[config.mk]
export PLATFORM = sky130hd
export DESIGN_NAME = counter_sched_rr
export DESIGN_NICKNAME = d
export VERILOG_FILES = /design/src/rtl/counter_sched_rr_pkg.sv /design/src/rtl/counter_sched_rr_arbiter.sv /design/src/rtl/counter_sched_rr.sv
export SDC_FILE = /design/constraint.sdc
export NUM_CORES = 1
export LEC_CHECK = 0
export CAP_MARGIN = 0
export CORE_MARGIN = 10
export CORE_UTILIZATION = 43
export CTS_CLUSTER_SIZE = 24
export DETAILED_ROUTE_END_ITERATION = 6
export GPL_ROUTABILITY_DRIVEN = 0
export PLACE_DENSITY_LB_ADDON = 0.1
export SKIP_CTS_REPAIR_TIMING = 1
export SLEW_MARGIN = 20
export SYNTH_ARGS = -nofsm -noshare
export SYNTH_HDL_FRONTEND = slang
export SYNTH_SLANG_ARGS = --single-unit
[constraint.sdc]
create_clock -name clk -period 1.56 [get_ports clk]
set_input_delay 0.234 -clock clk [delete_from_list [all_inputs] [get_ports clk]]
set_output_delay 0.234 -clock clk [all_outputs]
set_load 0.01 [all_outputs]
[src/rtl/counter_sched_rr_pkg.sv]
// counter_sched_pkg: shared types and helpers for the round-robin counter
// scheduler.
//   sched_state_t   - scheduler FSM encoding (IDLE, COUNT, DONE)
//   DEFAULT_N_REQ   - default number of requesters
//   DEFAULT_CNT_W   - default shared counter width
//   MAX_REQ         - largest supported requester count
//   onehot()        - index to one-hot vector (MAX_REQ bits wide)
package counter_sched_pkg;

    localparam int DEFAULT_N_REQ = 4;
    localparam int DEFAULT_CNT_W = 4;
    localparam int MAX_REQ       = 8;
    localparam int MAX_IDX_W     = 3;

    typedef enum logic [1:0] {
        IDLE  = 2'd0,
        COUNT = 2'd1,
        DONE  = 2'd2
    } sched_state_t;

    function automatic logic [MAX_REQ-1:0] onehot(input logic [MAX_IDX_W-1:0] idx);
        onehot      = '0;
        onehot[idx] = 1'b1;
    endfunction

endpackage

[src/rtl/counter_sched_rr_arbiter.sv]
// rr_arbiter: purely combinational round-robin pick.
//   req       - request vector to arbitrate among
//   last      - index of the most recently granted requester
//   en        - arbitration enable; outputs are all zero when low
//   win       - one-hot winner
//   win_idx   - winner index
//   any_valid - a winner exists this cycle
// The search starts at last+1 and wraps, so the previous winner has the
// lowest priority. The pointer register lives in the parent.
module rr_arbiter
    import counter_sched_pkg::*;
#(
    parameter int N_REQ = DEFAULT_N_REQ,
    parameter int IDX_W = $clog2(DEFAULT_N_REQ)
) (
    input  logic [N_REQ-1:0] req,
    input  logic [IDX_W-1:0] last,
    input  logic             en,
    output logic [N_REQ-1:0] win,
    output logic [IDX_W-1:0] win_idx,
    output logic             any_valid
);

    logic [IDX_W-1:0]   cand;
    logic [MAX_REQ-1:0] win_full;

    // Walk from the farthest candidate to the nearest; the nearest set bit
    // is assigned last and therefore wins.
    always_comb begin
        any_valid = 1'b0;
        win_idx   = '0;
        cand      = '0;
        for (int k = N_REQ; k >= 1; k--) begin
            cand = IDX_W'((int'(last) + k) % N_REQ);
            if (en && req[cand]) begin
                any_valid = 1'b1;
                win_idx   = cand;
            end
        end
        win_full = onehot(MAX_IDX_W'(win_idx));
        win      = any_valid ? win_full[N_REQ-1:0] : '0;
    end

endmodule

[src/rtl/counter_sched_rr.sv]
// counter_sched_rr: round-robin scheduler sharing one up-counter among
// N_REQ requesters. A granted requester gets a window in which the counter
// runs 0..term (term latched from its req_term slice at grant), followed by
// a one-cycle done pulse.
//   clk, rst_n - clock (rising edge), asynchronous active-low reset
//   req        - per-requester request level
//   req_term   - per-requester terminal count, slice i = [i*CNT_W +: CNT_W]
//   gnt        - one-hot grant, zero when no window is active
//   done       - one-hot, one-cycle pulse at window completion
//   count      - shared counter value
//   busy       - high in COUNT and DONE
// Optional build macro COUNTER_SCHED_BACK2BACK_EN: arbitrate in DONE and
// start the next window directly, with no idle cycle between windows.
//
// Request protocol: a requester raises req and holds it high; gnt[i] rises
// one cycle after req[i] is sampled high in IDLE. The window finishes with
// done[i] for exactly one cycle while gnt[i] is still high. Dropping req[i]
// while granted (before done) abandons the window: gnt falls on the next
// edge and no done is produced. The requester should drop req the cycle
// after done; if it keeps req high it simply requests again at lowest
// priority.
module counter_sched_rr
    import counter_sched_pkg::*;
#(
    parameter int N_REQ = DEFAULT_N_REQ,
    parameter int CNT_W = DEFAULT_CNT_W
) (
    input  logic                   clk,
    input  logic                   rst_n,
    input  logic [N_REQ-1:0]       req,
    input  logic [N_REQ*CNT_W-1:0] req_term,
    output logic [N_REQ-1:0]       gnt,
    output logic [N_REQ-1:0]       done,
    output logic [CNT_W-1:0]       count,
    output logic                   busy
);

    localparam int IDX_W = $clog2(N_REQ);

    localparam logic [1:0] S_IDLE  = IDLE;
    localparam logic [1:0] S_COUNT = COUNT;
    localparam logic [1:0] S_DONE  = DONE;

    // state is the FSM debug view for checkers (encoding of sched_state_t).
    logic [1:0]       state;
    logic [N_REQ-1:0] gnt_r;
    logic [N_REQ-1:0] done_r;
    logic [CNT_W-1:0] count_r;
    logic [CNT_W-1:0] term_r;
    logic [IDX_W-1:0] last_r;

    logic             arb_en;
    logic [N_REQ-1:0] arb_req;
    logic [N_REQ-1:0] win_oh;
    logic [IDX_W-1:0] win_idx;
    logic             any_valid;
    logic [CNT_W-1:0] term_sel;

    always_comb begin
        arb_en  = (state == S_IDLE);
        arb_req = req;
`ifdef COUNTER_SCHED_BACK2BACK_EN
        // The requester finishing now must not win again immediately.
        if (state == S_DONE) begin
            arb_en  = 1'b1;
            arb_req = req & ~gnt_r;
        end
`endif
    end

    rr_arbiter #(
        .N_REQ (N_REQ),
        .IDX_W (IDX_W)
    ) u_arb (
        .req       (arb_req),
        .last      (last_r),
        .en        (arb_en),
        .win       (win_oh),
        .win_idx   (win_idx),
        .any_valid (any_valid)
    );

    always_comb begin
        term_sel = '0;
        for (int i = 0; i < N_REQ; i++) begin
            if (win_idx == IDX_W'(i)) term_sel = req_term[i*CNT_W +: CNT_W];
        end
    end

    always_ff @(posedge clk or negedge rst_n) begin
        if (!rst_n) begin
            state   <= S_IDLE;
            gnt_r   <= '0;
            done_r  <= '0;
            count_r <= '0;
            term_r  <= '0;
            last_r  <= IDX_W'(N_REQ - 1);
        end else begin
            case (state)
                S_IDLE: begin
                    if (any_valid) begin
                        gnt_r   <= win_oh;
                        term_r  <= term_sel;
                        count_r <= '0;
                        last_r  <= win_idx;
                        state   <= S_COUNT;
                    end
                end
                S_COUNT: begin
                    // last_r holds the index of the current grantee.
                    if (!req[last_r]) begin
                        gnt_r   <= '0;
                        count_r <= '0;
                        state   <= S_IDLE;
                    end else if (count_r == term_r) begin
                        done_r <= gnt_r;
                        state  <= S_DONE;
                    end else begin
                        count_r <= count_r + CNT_W'(1);
                    end
                end
                S_DONE: begin
                    done_r <= '0;
`ifdef COUNTER_SCHED_BACK2BACK_EN
                    if (any_valid) begin
                        gnt_r   <= win_oh;
                        term_r  <= term_sel;
                        count_r <= '0;
                        last_r  <= win_idx;
                        state   <= S_COUNT;
                    end else begin
                        gnt_r   <= '0;
                        count_r <= '0;
                        state   <= S_IDLE;
                    end
`else
                    gnt_r   <= '0;
                    count_r <= '0;
                    state   <= S_IDLE;
`endif
                end
                default: begin
                    gnt_r   <= '0;
                    done_r  <= '0;
                    count_r <= '0;
                    state   <= S_IDLE;
                end
            endcase
        end
    end

    assign gnt   = gnt_r;
    assign done  = done_r;
    assign count = count_r;
    assign busy  = (state == S_COUNT) || (state == S_DONE);

endmodule

==> results of run 1 <==
-- cells by family (layout without fill, tap and decap cells) --
logic type / after synthesis / count (layout) / share of synthesized area, %
flops: 20 / 20 / 38.4
fa+ha+maj: 3 / 3 / 2.87
xor+xnor: 4 / 4 / 2.68
mux: 13 / 13 / 10.9
buf+inv: 13 / 74 / 5.35
compound gates: 34 / 34 / 22.9
simple gates: 41 / 41 / 16.9
-- where the power goes --
part	leakage, nW	total (W)	internal (W)	switching (W)
clock network	0.0150	0.000259	0.0000997	0.000159
registers	0.258	0.000904	0.000749	0.000155
logic	0.651	0.00255	0.00131	0.00124
-- per-stage QoR --
stage	setup TNS, ps	area (µm²)	worst slack [ps]	hold slack, ps
2_1_floorplan	-506	1320	-49.2	-61.6
3_3_place_gp	-6080	1840	-359	506
3_5_place_dp	-7070	1840	-408	511
4_1_cts	-2250	1870	-221	265
5_1_grt	-2830	1950	-207	281
6_report	-1460	1950	-137	262
-- layout by cell type (no fill, tap or decap), types with 3 or more instances in the layout --
master and instances:
a32o_1 4, o21ai_1 6, clkdlybuf4s50_1 28, inv_1 8, dlymetal6s2s_1 6, nand2_1 17, o211ai_1 5, xnor2_1 4
dfrtp_1 18, clkbuf_4 3, nor3b_1 3, buf_4 27, nand4_1 3, mux2i_1 12, o31ai_1 3
-- final timing paths --
kind                            slack [ps]        end  startpoint  cells past startpoint
worst min-delay path                   260    done[1]       rst_n                      2
worst max-delay path                  -140     gnt[2]   last_r[0]                      4
max in group asynchronous             1040  last_r[0]       rst_n                      2
worst min register to register         530    done[0]     done[0]                      2
worst max register to register        -140     gnt[2]   last_r[0]                      4
min in group clk                       530    done[0]     done[0]                      2
-- state kept, by name (all words and copies together) (netlist names) --
register and flops:
state 2, done 4, count 4, last_r 2
gnt 4, term_r 4
-- critical path, delay by kind of cell, from the launching register on --
kind             cells  cell delay [ps]
flip-flops           1              560
AND/OR/NAND/NOR      2              240
multiplexers         1              580
AO/OA/AOI/OAI        1              210
-- layer usage --
metal  track usage (%)  routed length (µm)
met5                 0                   0
met3              3.68                 194
met2              23.4                1810
met4              1.86                  11
met1              16.4                1520
-- layout make-up --
class	instances	area (µm²)
inverters	8	30.0
multi-input cells	95	779
repair buffers	62	569
fillers	227	882
flip-flops and latches	20	503
well taps	31	38.8
clock buffers	4	26.3
==> summary.txt, run 1 <==
Power and ir drop
  – Power Density: 1910 mW/mm²
  – Peak VDD IR: between 0.9 and 1 mV
  – Lkg Pwr: 0.924 nW
  – Total power: 0.00371 W

Routing
  – # DRC: 0
  – Vias post-DR: 1204
  – Detailed Route WL: 3.53 mm
  – Number of routed nets with antenna violations: 0
  – First-iteration detailed-routing DRC count: 49
  – Detail-routed net length per standard cell: 16.1 µm
  – Avg Vias per Cell: ~5.5
  – First-pass DRT Iterations: 4

STA
  – Final cycle utilization of the critical path: 109%
  – Final Hold Viols: 0
  – Setup WS post-layout: -137 ps
  – RSZ-0062 raised after global routing: yes
  – Final Skew: 0.889 ps
  – Fin. max-slew vios: 0
  – Tmin final: 1700 ps
  – Final setup fails: 18
  – Worst-Margin Slew: 326 ps
  – Max-slew headroom: 78.2%
  – Fmax: 0.589 GHz

Die
  – Ports: 35
  – Die height: 75.2 µm
  – Die outline width: 75.2 µm
  – Initial Util: 46.3%
  – Row count: 19
  – Total core area: 0.00283 mm²
  – Die area: 0.00565 mm²

GRT
  – Initial antenna violation count: 0
  – Largest net degree at the start of global routing: 21
  – First-pass GRT wire length: 5.99 mm
  – Tot GR Track Use: 13.4%
  – GR Overflow Total: 0
  – Vias in the first global route: around 1200

CTS
  – TritonCTS buffer count: 3
  – Clock transition at path regs: 110 ps
  – Htree depth: 1
  – CTS Buffer Depth: 2
  – Root buffer cell: clkbuf_4
  – CTS tree: yes
  – Sink Count: 20
  – Clk_lat worst skew: 300 ps

Synth
  – Seq/Total Area, Yosys: 38.4%
  – Synth warnings: 0
  – Commonest cells post-synth: dfrtp_1, nand2_1, mux2i_1
  – Avg Inst Size Synth: 10.2 µm²
  – Dominant cell type by area after synthesis: dfrtp_1
  – EDFF count, synth: 0
  – Cell Area, Synth: around 0.0013 mm²
  – Yosys cell types: 43
  – Synth top area share: 34.4%
  – Gate Count Post-Synth: around 130
  – Yosys reg bits: 20
  – Ys async rst share: between 90% and 100%
  – Synth area leaders: dfrtp_1, mux2i_1, nand2_1
  – Post-Syn Nets: ~150
  – Prevailing post-synth register cell: dfrtp_1

Layout
  – Synth-to-layout area growth: 48.8%
  – Nets: 215
  – Finished Layout Cells: 220
  – Finished Core Util: 68.8%
  – Share of layout cells above drive strength 1: 29.6%
  – Antenna Cells: 0

Placement
  – Placed cells: around 210
  – I/O Buffers: 34
  – Hpwl dp: between 2 and 3 mm

Worst setup path
  – WP data required: between 1500 and 2000 ps
  – Most used cell, CP: nand2_4
  – Worst Setup Path Type: flop to flop
  – Max stage delay cell, worst path: mux4_2
  – CP Launch Type: flop
  – CP Cell Sequence: mux4_2 -> nand2_4 -> nand2_4 -> a32o_1
  – Crit path DAT: around 1900 ps
  – CP peak stage delay: 580 ps
  – CP Max Fanout: 7
  – Worst setup EP type: flop

Status
  – Status: finished, violations left
  – Failing checks: negative setup slack

Run
  – Max cap viols: 0

Worst hold path
  – Worst Hold Class: input pin to asynchronous set/reset pin
(Power assumes the default switching activity.)
==> run 2: changes to the inputs <==
--- a/config.mk
+++ b/config.mk
@@ -8,7 +8,7 @@
 export CAP_MARGIN = 0
 export CORE_MARGIN = 10
 export CORE_UTILIZATION = 43
-export CTS_CLUSTER_SIZE = 24
+export CTS_CLUSTER_SIZE = 20
 export DETAILED_ROUTE_END_ITERATION = 6
 export GPL_ROUTABILITY_DRIVEN = 0
 export PLACE_DENSITY_LB_ADDON = 0.1
@@ -17,3 +17,4 @@
 export SYNTH_ARGS = -nofsm -noshare
 export SYNTH_HDL_FRONTEND = slang
 export SYNTH_SLANG_ARGS = --single-unit
+export TNS_END_PERCENT = 30
==> run 2 against run 1 <==
Against the previous run:
- the run still ends with negative setup slack left
- clock power is 2% higher
- final area is 2.8% higher
- routed wire length is 5.8% higher
- sequential share of layout area is 0.69 points lower
- cell count is 1.8% higher
- sequential cell count stayed put
- sequential power is 2% lower
- power is 4.8% higher
- combinational power is 7% higher
- register-to-register slack hardly changed
==> summary.txt, run 2 (synthesis gave the netlist of run 1 again) <==
Routing
  – Detailed Route WL: 3.74 mm (+5.8%)
  – First-iteration detailed-routing DRC count: 81 (+65%)
  – Vias post-DR: 1231 (+2.2%)
  – First-pass DRT Iterations: 4 (unchanged)
  – # DRC: 0 (unchanged)
  – Avg Vias per Cell: 5.50 (+0.42%)
  – Number of routed nets with antenna violations: 0 (unchanged)
  – Detail-routed net length per standard cell: 16.7 µm (+3.9%)

Worst setup path
  – CP Max Fanout: 7 (unchanged)
  – CP Cell Sequence: mux4_2 -> nand2_4 -> a21oi_1 -> o21ai_1 -> o31ai_1
  – CP Launch Type: flop
  – Crit path DAT: 1910 ps (about the same)
  – Worst path bufs/invs: 0 (unchanged)
  – Cell family with most CP delay: multiplexers
  – CP peak stage delay: 570 ps (about the same)
  – Worst Setup Path Type: flop to flop
  – Max stage delay cell, worst path: mux4_2
  – WP data required: 1760 ps (about the same)
  – Worst setup EP type: flop

GRT
  – Tot GR Track Use: 13.4% (+0.031 points)
  – Largest net degree at the start of global routing: 21 (unchanged)
  – Initial antenna violation count: 0 (unchanged)
  – GR Overflow Total: 0 (unchanged)
  – Vias in the first global route: 1234 (+0.081%)
  – First-pass GRT wire length: 5.93 mm (-1.0%)

Layout
  – Share of layout cells above drive strength 1: 31.1% (+1.5 points)
  – Commonest non-fill, non-tap cell in the layout: buf_4
  – # fillers: 225 (-0.88%)
  – Synth-to-layout area growth: 52.9%
  – Most frequent cells in the layout: buf_4, clkdlybuf4s50_1, dfrtp_1
  – Finished Core Util: 70.7% (+1.9 points)
  – Antenna Cells: 0 (unchanged)
  – Nets: 219 (+1.9%)

Run
  – Max cap viols: 0 (unchanged)

CTS
  – CTS Buffer Depth: 2 (unchanged)
  – Clock transition at path regs: 120 ps (about the same)
  – Sink Count: 20 (unchanged)
  – Htree depth: 1 (unchanged)
  – CTS tree: yes
  – Root buffer cell: clkbuf_4
  – TritonCTS buffer count: 3 (unchanged)
  – Clk_lat worst skew: 310 ps (about the same)

STA
  – Worst-Margin Slew: 396 ps (+69.3 ps)
  – Fmax: 0.585 GHz (-0.73%)
  – RSZ-0062 raised after global routing: yes
  – Final setup fails: 19 (+1)
  – Final Skew: 10.9 ps (+9.98 ps)
  – Final Hold Viols: 0 (unchanged)
  – Max-slew headroom: 73.5% (-4.7 points)
  – Final cycle utilization of the critical path: 110% (+0.80 points)
  – Fin. max-slew vios: 0 (unchanged)
  – Tmin final: 1710 ps (+12.5 ps)
  – Setup WS post-layout: -150 ps (-12.5 ps)
  – Setup_tns: -1870 ps (-406 ps)

Die
  – Die height: 75.2 µm (unchanged)
  – Die area: 0.00565 mm² (unchanged)
  – Row count: 19 (unchanged)
  – Total core area: 0.00283 mm² (unchanged)
  – Die outline width: 75.2 µm (unchanged)
  – Initial Util: 46.3% (unchanged)
  – Ports: 35 (unchanged)

Placement
  – I/O Buffers: 34 (unchanged)
  – Place WS: -453 ps (-45.2 ps)
  – Hpwl dp: 2.85 mm (-1.4%)

Status
  – Status: finished, violations left
  – Failing checks: negative setup slack

Power and ir drop
  – Power Density: 1940 mW/mm² (+2.0%)
  – Peak VDD IR: 0.983 mV (+4.6%)
  – Total power: 0.00389 W (+4.8%)
  – Lkg Pwr: 0.937 nW (+1.4%)

Worst hold path
  – Worst Hold Class: input pin to asynchronous set/reset pin
run 2: per-stage QoR:
step	hold slack [ps]	cells	cell area, µm²
6_report	257	224	2000
5_1_grt	263	224	2000
4_1_cts	257	220	1880
3_5_place_dp	515	216	1860
3_3_place_gp	504	216	1860
2_1_floorplan	-61.6	128	1320
run 2: where the power goes:
group,switching (W),internal (W)
clock network,0.000165,0.000100
logic,0.00132,0.00141
registers,0.000140,0.000749
total,0.00163,0.00226
run 2: path summary, 6_finish.rpt:
path                               from         to  slack (ps)  cells after the start
setup / recovery              last_r[0]   count[2]        -150                      5
hold / removal                    rst_n  term_r[3]         260                      2
setup reg to reg              last_r[0]   count[2]        -150                      5
hold reg to reg                 done[0]    done[0]         530                      2
max in group asynchronous         rst_n  last_r[0]        1030                      2
min in group clk           req_term[15]  term_r[3]         510                      3
run 2: cell type report:
cell class | count | area (µm²) | share of cell area [%]
clock buffer | 4 | 26.3 | 1.31
tap | 31 | 38.8 | 1.94
inverter | 8 | 30.0 | 1.50
timing repair buffer | 66 | 597 | 29.8
multi-input combinational | 95 | 806 | 40.3
sequential | 20 | 503 | 25.1
run 2: metal layers:
metal | track usage, % | vias to the layer above | share of wire (%)
met5 | 0 | - | 0
met4 | 3.09 | 0 | 0.72
met3 | 4.99 | 6 | 6.4
met2 | 22.4 | 32 | 53
met1 | 16.1 | 594 | 40
li1 | - | 599 | -
